### src/rtl/vga_pkg.sv
// vga_pkg: shared 640x480@60 timing constants, sync encodings and coordinate type.
package vga_pkg;
  localparam int DEF_CNT_W    = 10;
  localparam int DEF_H_ACTIVE = 640;
  localparam int DEF_H_FP     = 16;
  localparam int DEF_H_SYNC   = 96;
  localparam int DEF_H_BP     = 48;
  localparam int DEF_V_ACTIVE = 480;
  localparam int DEF_V_FP     = 10;
  localparam int DEF_V_SYNC   = 2;
  localparam int DEF_V_BP     = 33;
  localparam logic SYNC_ACTIVE_LOW  = 1'b0;
  localparam logic SYNC_ACTIVE_HIGH = 1'b1;
  typedef logic [DEF_CNT_W-1:0] coord_t;
  function automatic int axis_total(input int a, input int f, input int s, input int b);
    return a + f + s + b;
  endfunction
  localparam int H_TOTAL = axis_total(DEF_H_ACTIVE, DEF_H_FP, DEF_H_SYNC, DEF_H_BP);
  localparam int V_TOTAL = axis_total(DEF_V_ACTIVE, DEF_V_FP, DEF_V_SYNC, DEF_V_BP);
endpackage

### src/rtl/vga_axis_counter.sv
// vga_axis_counter: one raster axis; outputs load on en, count advances on adv.
module vga_axis_counter #(
  parameter int   ACTIVE   = 640,
  parameter int   FP       = 16,
  parameter int   SYNC     = 96,
  parameter int   BP       = 48,
  parameter logic SYNC_POL = 1'b0,
  parameter int   CNT_W    = 10
)(
  input  logic             clk,
  input  logic             rst_n,
  input  logic             en,
  input  logic             adv,
  output logic [CNT_W-1:0] cnt,
  output logic             wrap,
  output logic             act_nxt,
  output logic             sync
);
  localparam int TOTAL = ACTIVE + FP + SYNC + BP;
  localparam logic [CNT_W-1:0] LAST     = CNT_W'(TOTAL - 1);
  localparam logic [CNT_W-1:0] ACT_END  = CNT_W'(ACTIVE);
  localparam logic [CNT_W-1:0] SYNC_BEG = CNT_W'(ACTIVE + FP);
  localparam logic [CNT_W-1:0] SYNC_END = CNT_W'(ACTIVE + FP + SYNC - 1);
  logic [CNT_W-1:0] nxt;
  assign wrap    = adv && cnt == LAST;
  assign nxt     = wrap ? '0 : adv ? cnt + CNT_W'(1) : cnt;
  assign act_nxt = nxt < ACT_END;
  // outputs are derived from nxt so they line up with the new count
  always_ff @(posedge clk or negedge rst_n)
    if (!rst_n) begin
      cnt  <= '0;
      sync <= ~SYNC_POL;
    end else if (en) begin
      cnt  <= nxt;
      sync <= (nxt >= SYNC_BEG && nxt <= SYNC_END) ? SYNC_POL : ~SYNC_POL;
    end
  assert property (@(posedge clk) disable iff (!rst_n) cnt <= LAST);
endmodule

### src/rtl/vga_timing_gen.sv
// vga_timing_gen: single-clock raster timing with a divide-by-2 pixel strobe.
module vga_timing_gen
  import vga_pkg::*;
#(
  parameter int   H_ACTIVE = DEF_H_ACTIVE,
  parameter int   H_FP     = DEF_H_FP,
  parameter int   H_SYNC   = DEF_H_SYNC,
  parameter int   H_BP     = DEF_H_BP,
  parameter int   V_ACTIVE = DEF_V_ACTIVE,
  parameter int   V_FP     = DEF_V_FP,
  parameter int   V_SYNC   = DEF_V_SYNC,
  parameter int   V_BP     = DEF_V_BP,
  parameter logic SYNC_POL = SYNC_ACTIVE_LOW,
  parameter int   CNT_W    = DEF_CNT_W
)(
  input  logic             master_clk,
  input  logic             rst_n,
  output logic             pix_en,
  output logic [CNT_W-1:0] xCount,
  output logic [CNT_W-1:0] yCount,
  output logic             displayArea,
  output logic             blank_n,
  output logic             VGA_hSync,
  output logic             VGA_vSync,
  output logic             line_tick,
  output logic             frame_tick
);
  localparam int HT = axis_total(H_ACTIVE, H_FP, H_SYNC, H_BP);
  localparam int VT = axis_total(V_ACTIVE, V_FP, V_SYNC, V_BP);
  if (HT > 2**CNT_W || VT > 2**CNT_W) begin : g_width_chk
    $error("vga_timing_gen: H/V total does not fit in CNT_W bits");
  end
  logic primed, h_adv, h_wrap, v_wrap, h_act, v_act;
  assign h_adv = pix_en & primed;
  vga_axis_counter #(
    .ACTIVE(H_ACTIVE), .FP(H_FP), .SYNC(H_SYNC), .BP(H_BP), .SYNC_POL(SYNC_POL), .CNT_W(CNT_W)
  ) u_h (
    .clk(master_clk), .rst_n(rst_n), .en(pix_en), .adv(h_adv),
    .cnt(xCount), .wrap(h_wrap), .act_nxt(h_act), .sync(VGA_hSync)
  );
  vga_axis_counter #(
    .ACTIVE(V_ACTIVE), .FP(V_FP), .SYNC(V_SYNC), .BP(V_BP), .SYNC_POL(SYNC_POL), .CNT_W(CNT_W)
  ) u_v (
    .clk(master_clk), .rst_n(rst_n), .en(pix_en), .adv(h_wrap),
    .cnt(yCount), .wrap(v_wrap), .act_nxt(v_act), .sync(VGA_vSync)
  );
  // first strobe after reset only primes, so pixel (0,0) is shown rather than skipped
  always_ff @(posedge master_clk or negedge rst_n)
    if (!rst_n) begin
      pix_en      <= 1'b0;
      primed      <= 1'b0;
      displayArea <= 1'b0;
      blank_n     <= 1'b0;
      line_tick   <= 1'b0;
      frame_tick  <= 1'b0;
    end else begin
      pix_en     <= ~pix_en;
      line_tick  <= h_wrap;
      frame_tick <= v_wrap;
      if (pix_en) begin
        primed      <= 1'b1;
        displayArea <= h_act & v_act;
        blank_n     <= h_act & v_act;
      end
    end
endmodule

### config.mk
export PLATFORM = sky130hd
export DESIGN_NAME = vga_timing_gen
export DESIGN_NICKNAME = d
export VERILOG_FILES = /design/src/rtl/vga_pkg.sv /design/src/rtl/vga_axis_counter.sv /design/src/rtl/vga_timing_gen.sv
export SDC_FILE = /design/constraint.sdc
export NUM_CORES = 1
export LEC_CHECK = 0
export ABC_AREA = 1
export BUFFER_PORTS_ARGS = -buffer_cell sky130_fd_sc_hd__buf_4
export CORE_ASPECT_RATIO = 1.25
export CORE_UTILIZATION = 25
export DETAILED_ROUTE_END_ITERATION = 16
export SLEW_MARGIN = 20
export SYNTH_ARGS = -nofsm -noshare
export SYNTH_HDL_FRONTEND = slang
export SYNTH_SLANG_ARGS = --single-unit
### constraint.sdc
create_clock -name master_clk -period 2.2 [get_ports master_clk]
set_input_delay 0.33 -clock master_clk [delete_from_list [all_inputs] [get_ports master_clk]]
set_output_delay 0.33 -clock master_clk [all_outputs]
set_load 0.02 [all_outputs]
==> results of run 1 <==
-- per-stage QoR --
stage | hold slack, ns | power [uW] | std cells | util [%] | instance area (um2)
floorplan | 0.03441 | 505.9 | 217 | - | 1697
CTS | 0.5061 | 806.8 | 336 | 31.37 | 2059
detailed placement | 0.2729 | 517.7 | 331 | 30.53 | 2004
finish | 0.4980 | 788.0 | 336 | 31.37 | 2059
global placement | 0.2723 | 517.6 | 331 | 30.53 | 2004
global route | 0.5301 | 831.8 | 336 | 31.37 | 2059
-- flip-flops by register name, indices dropped and copies added (netlist names) --
| name | flops |
|---|---|
| u_h.cnt | 10 |
| u_v.cnt | 10 |
| blank_n | 1 |
| frame_tick | 1 |
| line_tick | 1 |
| pix_en | 1 |
| primed | 1 |
| u_h.sync | 1 |
| u_v.sync | 1 |
-- what timing repair did --
| item | 4_1_cts | 5_1_grt |
|---|---|---|
| hold endpoints to repair | 25 | 0 |
| buffers inserted | 0 | 0 |
| hold buffers | 1 | 0 |
-- metal layers --
| layer | global-route usage, % | routed length (um) |
|---|---|---|
| met1 | 14.49 | 1677 |
| met2 | 19.64 | 1860 |
| met3 | 1.824 | 156 |
| met4 | 3.704 | 34 |
| met5 | 0 | 0 |
-- worst max-delay path, stage by stage, from the launching register on --
cell      delay (ns)
dfrtp_1         0.43
ha_1            0.20
nand3_2         0.14
clkinv_4        0.10
nand2_4         0.06
nor2_8          0.21
nand2_2         0.06
nand2_1         0.05
nand2_1         0.06
nor2_1          0.12
nand4_1         0.13
nand2_1         0.10
nand2_1         0.05
-- layout make-up --
cell class	count	share of cell area [%]
Multi-Input combinational cell	152	41.49
Sequential cell	27	32.93
Timing Repair Buffer	30	11.06
Inverter	36	7.047
Tap cell	87	5.286
Clock buffer	4	2.187
-- power groups by stage --
| stage | Sequential, uW | Combinational (uW) | Clock [uW] |
|---|---|---|---|
| floorplan | 506 | 0.000606 | 0 |
| global placement | 506 | 11.9 | 0 |
| detailed placement | 506 | 12.0 | 0 |
| CTS | 496 | 13.4 | 297 |
| global route | 496 | 14.6 | 321 |
| finish | 496 | 12.2 | 280 |
-- Yosys cell counts (2+ instances only) --
library cell,count
nand2_1,56
inv_1,28
nor2_1,28
dfrtp_1,25
nand3_1,11
nand2_2,7
xor2_1,7
inv_2,6
nand4_1,6
nor2_2,5
nand3_2,4
ha_1,3
nor2_4,3
o21ai_0,3
o21ai_1,3
a21oi_1,2
dfstp_2,2
nand2_4,2
nor3_1,2
-- cell families (layout without fill, tap and decap cells) --
| logic type | count (synthesis) | in the layout | share of synthesized area, % |
|---|---|---|---|
| AOI/OAI and AO/OA | 10 | 10 | 3.539 |
| xor gates and xnor gates | 9 | 9 | 5.089 |
| adders and majority gates | 3 | 3 | 2.213 |
| buffers and inverters | 38 | 70 | 9.661 |
| DFF | 27 | 27 | 39.97 |
| and+or+nand+nor | 130 | 130 | 39.53 |
-- worst paths after layout --
| check | from | end | depth (start not counted) |
|---|---|---|---|
| worst min-delay path | u_h.sync$_DFFE_PN1P_ | u_h.sync$_DFFE_PN1P_ | 2 |
| worst min register to register | u_h.sync$_DFFE_PN1P_ | u_h.sync$_DFFE_PN1P_ | 2 |
| min in group asynchronous | rst_n | line_tick$_DFF_PN0_ | 2 |
| worst max-delay path | u_h.cnt[0]$_DFFE_PN0P_ | blank_n$_DFFE_PN0P_ | 12 |
| worst max register to register | u_h.cnt[0]$_DFFE_PN0P_ | blank_n$_DFFE_PN0P_ | 12 |
| max in group asynchronous | rst_n | u_h.sync$_DFFE_PN1P_ | 2 |
==> results.cfg, run 1 <==
[outcome]
status = finished clean

[synth]
syn_nets = 222
ys_seq_area_share_pct = 39.97
synth_cells = 217
synth_edf_count = 0
yosysUniqueCellTypes = 33
synth_area_per_cell_um2 = 7.819
async_flop_share_pct = 100.0
synthTopCellsByArea = dfrtp_1 (37%), nand2_1 (12%), inv_1 (6.2%)
synth_seq_cells = 27
synth_top_area_share_pct = 36.87
syn_area_um2 = 1697
synth_flop_cell = dfrtp_1
yosysWarnings = 0
yosysTopAreaCell = dfrtp_1

[cts]
cts_sinks = 27
cts_resized = 0
cts_inserted_buffers = 3
cts_buffer_depth = 2
clock_latency_ns = 0.27
root_buffer = clkbuf_8
tritoncts = built
path_clk_slew_ns = 0.09
htreeDepth = 1

[critical_path]
reg2reg_slack_ns = 0.38
cp_data_arrival_time_ns = 1.98
start_kind = register
critPathMaxFanout = 10
critical_path_class = reg -> reg
cp-end-kind = register
required_ns = 2.37

[layout]
layout_commonest_cell = nand2_1
multiInputGateArea_um2 = 854.6
fillCellCount = 729
nets = 255
seq_area_um2 = 678.2
final_layout_size_suffix_gt1_share_pct = 28.11
layout_common_cells = nand2_1 (56), buf_4 (29), inv_1 (28), nor2_1 (28), dfrtp_1 (25)
syn_to_final_growth_pct = 21.39
diodes = 0

[drt]
drc = 0
firstDrtPassIters = 4
viasPerCell = 4.310
wl_per_cell_um = 11.10
finalWirelength_mm = 3.729
vias = 1448
drt_iter0_markers = 55
ant_nets = 0

[placement]
hpwl_mm = 2.928
port_buffers = 28
gp_congestion = 0.8249
dpl_worst_slack_ns = 0.3925

[sta]
clock_skew_ns = 0.003096
finalCritPeriodShare_pct = 82.54
relSlewSlack_pct = 76.32
hold_viol_final = 0
rsz0062_at_grt = no
period_needed_ns = 1.816
worst-slew-pin-transition_ns = 0.3551
worst_slack_ns = 0.3841
tns_ns = 0
drv_slew = 0
setup_viol_count_final = 0
fmax_mhz = 550.7

[grt]
grt_max_degree = 28
antenna_found_initial = 0
grtUsageTotal_pct = 11.50
grt_pass1_vias = 1357
grt_pass1_wl_mm = 6.210
grt-ovfl-total = 0

[job]
cap_violations = 0

[die]
die_area_um2 = 7122
dieWidth_um = 75.69
rows = 33
top_level_ports = 29
start_util_pct = 25.84
die_h_um = 94.11
coreArea_um2 = 6565

[power]
combPwrFrac_pct = 1.6
p_per_area_nw_per_um2 = 382.6
power.internal_uw = 628.0
p_leak_uw = 0.001104
pwr-share-clk_pct = 35.5
vdd_drop_max_mv = 0.1831
switchingPower_uw = 160.0
p_sw_share_pct = 20.30
sequentialPowerShare_pct = 62.9

[min_path]
hold_class = reg -> reg
Power figures use the tool's default switching activity.
==> inputs of run 2 (changes only) <==
clock period = 1.6 ns   (was 2.2 ns; I/O delays follow)
==> results.cfg, run 2 (synthesis results as in run 1) <==
[outcome]
status = finished, violations left
violations = negative setup slack

[die]
start_util_pct = 25.84
rows = 33
top_level_ports = 29
die_h_um = 94.11
dieWidth_um = 75.69
coreArea_um2 = 6565
die_area_um2 = 7122

[sta]
worst_slack_ns = -0.07637
fmax_mhz = 596.5
setup_viol_count_final = 2
worst-slew-pin-transition_ns = 0.3620
tns_ns = -0.1433
relSlewSlack_pct = 75.87
finalCritPeriodShare_pct = 104.8
clock_skew_ns = 0.01340
period_needed_ns = 1.676
rsz0062_at_grt = yes
drv_slew = 0
hold_viol_final = 0

[cts]
cts_buffer_depth = 2
cts_sinks = 27
htreeDepth = 1
root_buffer = clkbuf_8
tritoncts = built
path_clk_slew_ns = 0.11
cts_inserted_buffers = 3
clock_latency_ns = 0.28

[grt]
grt_pass1_wl_mm = 7.038
grtUsageTotal_pct = 12.84
grt_max_degree = 28
antenna_found_initial = 0
grt-ovfl-total = 0
grt_pass1_vias = 1610

[critical_path]
slowest_delay_ns = 0.43
critPathMaxFanout = 6
crit_buf_inv = 1
crit_path_top_delay_cell = dfrtp_1
cp_cell_sequence = nor2_2, buf_6, nand3_4, nor2_8, nand2_2, nand2_2, nand2_2, nor2_1, nand4_1, nor2_1, nor2_1
required_ns = 1.81
critical_path_class = reg -> reg
cp-end-kind = register
crit_family = simple AND/OR/NAND/NOR gates
start_kind = register
cp_data_arrival_time_ns = 1.89

[power]
p_per_area_nw_per_um2 = 444.9
p_leak_uw = 0.001279
vdd_drop_max_mv = 0.2869
finalPower_uw = 1109

[drt]
viasPerCell = 4.255
drt_iter0_markers = 44
ant_nets = 0
firstDrtPassIters = 4
wl_per_cell_um = 11.16
vias = 1587
finalWirelength_mm = 4.164
drc = 0

[layout]
layout_commonest_cell = buf_4
syn_to_final_growth_pct = 46.98
fillCellCount = 690
layout_common_cells = buf_4 (63), nand2_1 (47), inv_1 (26), nor2_1 (21), dfrtp_1 (18)
final_cells = 373
top_regs = u_h.cnt: 10 flops, u_v.cnt: 10 flops
finish.instance_area_um2 = 2494
diodes = 0
final_layout_size_suffix_gt1_share_pct = 49.65
nets = 292

[placement]
dp.cells = 360
hpwl_mm = 3.181
gp_congestion = 0.8385
dpl_worst_slack_ns = -0.1286
port_buffers = 28
placed_cell_area_um2 = 2246

[min_path]
hold_class = in -> async

[job]
cap_violations = 0
## run 2: final cells by class
type	count	area, um2	area share, %
inverter	36	150.1	6.021
clock inverter	1	7.507	0.3011
clock buffer	3	41.29	1.656
sequential	27	686.9	27.55
multi-input combinational	152	982.2	39.39
timing repair buffer	67	516.7	20.72
tap	87	108.9	4.365
## run 2: final timing paths
kind | slack (ns) | depth (start not counted) | endpoint | from
worst max-delay path | -0.08 | 11 | u_v.sync$_DFFE_PN1P_ | u_h.cnt[7]$_DFFE_PN0P_
worst min-delay path | 0.41 | 2 | u_v.cnt[8]$_DFFE_PN0P_ | rst_n
worst max register to register | -0.08 | 11 | u_v.sync$_DFFE_PN1P_ | u_h.cnt[7]$_DFFE_PN0P_
worst min register to register | 0.52 | 2 | u_h.sync$_DFFE_PN1P_ | u_h.sync$_DFFE_PN1P_
max in group asynchronous | 0.87 | 2 | u_v.sync$_DFFE_PN1P_ | rst_n
min in group master_clk | 0.52 | 2 | u_h.sync$_DFFE_PN1P_ | u_h.sync$_DFFE_PN1P_
## run 2: stage by stage
stage / hold WS [ns] / utilization [%]
finish: 0.4110 / 37.98
detailed placement: 0.1844 / 34.21
floorplan: -0.05559 / -
global route: 0.4409 / 37.98
CTS: 0.4239 / 36.02
global placement: 0.1830 / 34.21
## run 2: metal layers
layer	GRT usage, %	vias up	wire length (um)
li1	-	802	-
met4	4.784	0	64
met2	22.02	31	2164
met1	15.86	748	1802
met3	1.931	6	133
met5	0	-	0
## run 2: where the power goes
group | leakage (uW) | switching [uW] | total [uW] | internal [uW]
clock | 0.0000217 | 233 | 410 | 177
sequential | 0.000328 | 0 | 682 | 682
combinational | 0.000929 | 13.8 | 17.1 | 3.25
total | 0.00128 | 247 | 1110 | 862
## run 2: timing repair
action | 4_1_cts | 5_1_grt
endpoints found under the setup margin | 2 | 5
hold endpoints to repair | 25 | 0
setup buffers | 5 | 3
hold buffers | 1 | 0
resized for setup | 6 | 35
pin swaps | 7 | 17
